`config.mk`:
```
export PLATFORM = sky130hd
export DESIGN_NAME = latch_write_seq
export DESIGN_NICKNAME = d
export VERILOG_FILES = /design/src/rtl/latch_write_seq.sv
export SDC_FILE = /design/constraint.sdc
export NUM_CORES = 1
export LEC_CHECK = 0
export ABC_AREA = 0
export CORE_AREA = 2 2 39 41
export CTS_BUF_LIST = sky130_fd_sc_hd__clkbuf_2
export DETAILED_ROUTE_END_ITERATION = 8
export DIE_AREA = 0 0 41 43
export GPL_TIMING_DRIVEN = 0
export PLACE_DENSITY = 0.68
export SKIP_LAST_GASP = 1
export SYNTH_ARGS = -nofsm -noshare
export SYNTH_HDL_FRONTEND = slang
export SYNTH_SLANG_ARGS = --single-unit
export TNS_END_PERCENT = 30
```
`constraint.sdc`:
```
create_clock -name clk -period 1.95 [get_ports clk]
set_clock_uncertainty 0.2 [all_clocks]
set_input_delay 0.2925 -clock clk [delete_from_list [all_inputs] [get_ports clk]]
set_output_delay 0.2925 -clock clk [all_outputs]
set_load 0.02 [all_outputs]
```
`src/rtl/latch_write_seq.sv`:
```
// Write sequencer for a bank of gated D latches: setup / gate / hold framing around one word.
// Optional readback compare of lat_q against lat_d is enabled with `define LATCH_READBACK_EN.
module latch_write_seq #(
    parameter int WIDTH     = 1,
    parameter int SETUP_CYC = 1,
    parameter int GATE_CYC  = 2,
    parameter int HOLD_CYC  = 1
) (
    input  logic             clk,
    input  logic             rst,
    input  logic             wr_valid,
    output logic             wr_ready,
    input  logic [WIDTH-1:0] wr_data,
    output logic [WIDTH-1:0] lat_d,
    output logic             lat_g,
    input  logic [WIDTH-1:0] lat_q,
    output logic             busy,
    output logic             done,
    output logic             err
);

    localparam int MAX_SG = (SETUP_CYC > GATE_CYC) ? SETUP_CYC : GATE_CYC;
    localparam int MAX_C  = (MAX_SG > HOLD_CYC) ? MAX_SG : HOLD_CYC;
    localparam int CW     = $clog2(MAX_C) + 1;

    typedef enum logic [1:0] {
        S_IDLE,
        S_SETUP,
        S_GATE,
        S_HOLD
    } state_t;

    state_t           state_q;
    logic [CW-1:0]    cnt_q;
    logic [WIDTH-1:0] lat_d_q;
    logic             lat_g_q;
    logic             ready_q;
    logic             busy_q;
    logic             done_q;
    logic             err_q;

    always_ff @(posedge clk) begin
        if (rst) begin
            state_q <= S_IDLE;
            cnt_q   <= '0;
            lat_d_q <= '0;
            lat_g_q <= 1'b0;
            ready_q <= 1'b0;
            busy_q  <= 1'b0;
            done_q  <= 1'b0;
            err_q   <= 1'b0;
        end else begin
            done_q <= 1'b0;
            case (state_q)
                S_IDLE: begin
                    ready_q <= 1'b1;
                    busy_q  <= 1'b0;
                    // ready_q gates the accept so the first edge after reset only raises ready
                    if (wr_valid && ready_q) begin
                        lat_d_q <= wr_data;
                        cnt_q   <= CW'(SETUP_CYC - 1);
                        state_q <= S_SETUP;
                        ready_q <= 1'b0;
                        busy_q  <= 1'b1;
                    end
                end
                S_SETUP: begin
                    if (cnt_q == '0) begin
                        lat_g_q <= 1'b1;
                        cnt_q   <= CW'(GATE_CYC - 1);
                        state_q <= S_GATE;
                    end else begin
                        cnt_q <= cnt_q - 1'b1;
                    end
                end
                S_GATE: begin
                    if (cnt_q == '0) begin
                        lat_g_q <= 1'b0;
                        cnt_q   <= CW'(HOLD_CYC - 1);
                        state_q <= S_HOLD;
                    end else begin
                        cnt_q <= cnt_q - 1'b1;
                    end
                end
                S_HOLD: begin
                    if (cnt_q == '0) begin
                        state_q <= S_IDLE;
                        done_q  <= 1'b1;
                        ready_q <= 1'b1;
                        busy_q  <= 1'b0;
`ifdef LATCH_READBACK_EN
                        if (lat_q != lat_d_q) begin
                            err_q <= 1'b1;
                        end
`endif
                    end else begin
                        cnt_q <= cnt_q - 1'b1;
                    end
                end
                default: begin
                    state_q <= S_IDLE;
                    lat_g_q <= 1'b0;
                end
            endcase
        end
    end

`ifndef LATCH_READBACK_EN
    logic unused_lat_q;
    assign unused_lat_q = ^lat_q;
`endif

    assign wr_ready = ready_q;
    assign busy     = busy_q;
    assign lat_d    = lat_d_q;
    assign lat_g    = lat_g_q;
    assign done     = done_q;
    assign err      = err_q;

endmodule

```
Yosys cells after proc, flatten, opt, wreduce, memory -nomap -nowiden
Index checks and enable logic that the tools add are counted.
Widths: inputs -> output; s select.
{"block": "op_classes", "add_sub_neg": 1, "n_mul": 0, "n_div": 0, "order_cmp": 0, "eq_ne": 8, "shift": 0, "n_mux": 18, "n_bitwise": 1, "n_reduce_logical": 11}
{"cell": "$mux 2", "count": 8}
{"cell": "$pmux 2 s4", "count": 2}
{"cell": "$ne 2x2->1 const B", "count": 5}
{"cell": "$pmux 1 s2", "count": 3}
{"cell": "$reduce_and 2->1", "count": 3}
{"cell": "$mux 1", "count": 5}
{"cell": "$eq 2x2->1 const B", "count": 2}
{"cell": "$logic_not 2->1", "count": 2}
{"cell": "$reduce_and 4->1", "count": 1}
{"cell": "$reduce_bool 2->1", "count": 2}
{"cell": "$reduce_and 3->1", "count": 1}
{"cell": "$eq 2x1->1 const B", "count": 1}
{"cell": "$reduce_or 2->1", "count": 1}
{"cell": "$sub 2x1->2 const B", "count": 1}
{"cell": "$logic_and 1x1->1", "count": 1}
{"cell": "$not 1->1", "count": 1}
{"block": "totals", "reg_bits": 9, "latch_bits": 0, "mem_bits_rw": 0, "romBits": 0, "input_bits": 5, "output_inout_bits": 6, "elab_cells": 46, "memories": 0}

Logic depth before layout (Yosys ltp)
{"block": "logic_depth", "ltp_word": 3, "mapped_depth": 5, "depth_no_buf": 5}

Least setup slack after synthesis
OpenSTA, ideal clock, no wires.
{"block": "synth_path", "kind": "register to register", "start": "register state_q[1]", "end": "register state_q[0]", "setup_time_ns": 0.116, "arrival_ns": 1.442, "required_time_ns": 1.634, "setup_slack_ns": 0.192, "path_stages_with_launch": 6, "path_buffers": 0, "synth_period_minus_slack_ns": 1.758, "path_cell_list": "dfxtp_1 > inv_1 > ha_1 > or3_1 > a211o_1 > o211a_1"}
{"block": "synth_via", "elab_chain_cells": 3, "elab_cells_between_ends": 10, "classes_between": "eq/ne (7); mux (1); reduce/logical (2)"}
{"item": "from (decl)", "line_no": "33", "source": "state_t state_q;"}
{"item": "from (signal assigned)", "line_no": "44", "source": "state_q <= S_IDLE;"}
{"item": "from (signal assigned)", "line_no": "62", "source": "state_q <= S_SETUP;"}
{"item": "from (signal assigned)", "line_no": "71", "source": "state_q <= S_GATE;"}
{"item": "$eq 2x1->1, or another cell as far along", "line_no": "54", "source": "case (state_q)"}
{"item": "$ne 2x2->1 (no line)"}
{"item": "$reduce_and 4->1 (no line)"}
Several ways; a longest one is shown, not always the timed one.
A chain may end at the register's enable or synchronous reset.

Worst setup path after layout
{"block": "layout_path", "start": "register state_q[1]", "end": "register state_q[1]"}
Same word-level chain as after synthesis.

==> impl_metrics.ini <==
[status]
status = complete, no violations

[yosys]
synth_area_um2 = 534.3
synth_top_area_cell = dfxtp_1
ys_seq_elements = 9
synth_seq_area_share_pct = 33.72
synth.net_count = 71
yosysWarnings = 0
syn_avg_cell_area_um2 = 9.211
synth.distinct_cells = 22
synth_cells = 58
synth_area_leaders = dfxtp_1, ha_1, mux2i_1, inv_1, a211o_1
synth_top_area_share_pct = 33.72

[clock_network]
htree_num_levels = 1
cts-buffers-inserted = 3
cts_tree = done
clk_latency_ns = 0.25
cts_root_buf = clkbuf_2
cts_sinks = 9
path_clk_slew_ns = 0.09
cts_buffer_depth = 2

[floorplanning]
start_util_pct = 38.61
ios = 11
dieHeight_um = 43
placementRows = 14
core-area_um2 = 1384
die_area_um2 = 1763
fp.dieW_um = 41

[critical_path]
cp_cell_sequence = inv_1, ha_1, or3_1, a21oi_1, mux2i_1
startpoint_type = register
path_delay_family = simple AND/OR/NAND/NOR gates
cp_data_required_time_ns = 1.93
cp_num_buf_inv = 1
crit_type = register to register
cp.arrival_ns = 1.80
slowest_delay_ns = 0.41
cp-end-kind = register
worstPathMaxFanout = 6
worst_path_max_delay_cell = or3_1

[place]
dp_hpwl_um = 730.2
gp_congestion = 0.7137
portBuffers = 8
place_inst = 82

[drt]
vias_per_cell = 5.047
wl_um = 970
avgRoutedWirePerCell_um = 11.28
via_count = 434
drc = 0
ant_nets = 0
drt_pass1_iterations = 4
drtIter0Drc = 3

[sta]
finalSetupViolCount = 0
slew_violations = 0
period_share_pct = 93.30
rsz0062_at_grt = no
hold_ws_ns = 0.2965
tns_ns = 0
min_period_ns = 1.819
hold_violations = 0
fmax_ghz = 0.5497

[job]
cap_viol_max_count = 0

[global_route]
grt_pass1_vias = 405
grt_overflow = 0
grt_start_max_net_pins = 8
grt_pass1_wl_mm = 1.656
grtUsageTotal_pct = 14.04
antenna_found_initial = 0

[power]
p_leak_uw = 0.0003013
internal-power_uw = 469.3
ir_drop_mv = 0.5064
powerDensity_nw_per_um2 = 1193
pwr-share-comb_pct = 49.5
swShare_pct = 39.98
clockPowerShare_pct = 16.0
p_sw_uw = 312.6
seqPwrFrac_pct = 34.5

[cells_and_area]
syn_to_final_growth_pct = 22.72
layout.cells.non_filler = 86
drive_above_1_share_pct = 8.571
diodes = 0
layout.nets = 84
fillers = 145

[min_path]
hold_class = register to register
[placed cells by master, fill, tap and decap left out, drive strengths merged]
cell	count
or3	1
inv	7
conb	1
nand2	2
clkdlybuf4s50	8
ha	8
a2bb2oi	2
buf	1
mux2i	4
clkbuf	4
o41ai	1
nand3	1
dfxtp	9
o21ai	3
o211ai	1
nor2	4
and4b	1
nand2b	1
a21oi	3
a211oi	1
a21boi	2
o211a	1
a211o	2
and2	2
[layer usage]
metal	vias up	share of wire, %	routed length (um)	global-route usage [%]
met5	-	0	0	0
met2	6	50	481	20.63
li1	222	-	-	-
met4	0	2.8	27	10.00
met3	5	2.9	28	3.141
met1	201	45	433	17.05
[cell usage after synthesis, drive strengths merged]
master	n
a211oi	1
conb	1
a211o	2
a21boi	2
a21oi	3
nor2	4
nand2b	1
o41ai	1
buf	1
dfxtp	9
and4b	1
ha	8
and2	2
nand2	2
nand3	1
o21ai	3
o211ai	1
or3	1
a2bb2oi	2
o211a	1
mux2i	4
inv	7
[final timing paths]
check,from,end,slack [ns],cells after the start
max,state_q[1]$_SDFFE_PP0P_,state_q[1]$_SDFFE_PP0P_,0.13,5
min,state_q[1]$_SDFFE_PP0P_,state_q[1]$_SDFFE_PP0P_,0.30,2
max reg2reg,state_q[1]$_SDFFE_PP0P_,state_q[1]$_SDFFE_PP0P_,0.13,5
min reg2reg,state_q[1]$_SDFFE_PP0P_,state_q[1]$_SDFFE_PP0P_,0.30,2
[logic make-up after synthesis]
family | Yosys count | synth area share (%)
muxes | 4 | 7.494
buffers and inverters | 8 | 6.325
DFF | 9 | 33.72
adders and majority gates | 8 | 18.74
and+or+nand+nor | 12 | 11.71
other | 1 | 0.7019
AOI/OAI and AO/OA | 16 | 21.31
[through the flow]
step | utilization [%] | area, um^2 | power (uW) | worst slack, ns
after floorplan | - | 534.3 | 549.8 | 0.1923
after CTS | 47.29 | 654.4 | 783.9 | 0.06591
after global placement | 45.84 | 634.4 | 651.0 | 0.1178
final | 47.38 | 655.6 | 781.8 | 0.1307
after global routing | 47.38 | 655.6 | 842.5 | 0.02242
after detailed placement | 45.84 | 634.4 | 659.0 | 0.08757
[area by class of cell]
class	instances	area [um^2]	share of cell area, %
multi-input cells	41	320.3	48.85
inverters	7	26.28	4.008
plain buffers	1	7.507	1.145
well taps	16	20.02	3.053
repair buffers	8	80.08	12.21
flip-flops and latches	9	181.4	27.67
clock buffers	4	20.02	3.053
[worst reg2reg max path, stage by stage, from the launching register on]
cell,delay (ns)
dfxtp_2,0.37
inv_1,0.07
ha_1,0.24
or3_1,0.41
a21oi_1,0.26
mux2i_1,0.20
[sequential cells by signal, indices dropped and copies added (netlist names)]
name,flops
cnt_q,2
wr_ready,1
busy,1
lat_d,1
done,1
lat_g,1
state_q,2
[power groups by stage]
stage | Clock (uW) | Sequential (uW) | Combinational (uW)
floorplan | 0 | 293 | 257
global placement | 0 | 271 | 380
detailed placement | 0 | 274 | 385
CTS | 127 | 269 | 388
global route | 132 | 279 | 432
finish | 125 | 270 | 387
[timing repair]
action / in CTS / in global routing
hold buffers: 0 / 0
buffers inserted: 0 / 0
resized for setup: 0 / 1
endpoints found under the setup margin: 0 / 2
hold endpoints to repair: 0 / 0
Note: power is estimated with default switching activity, not from simulation.
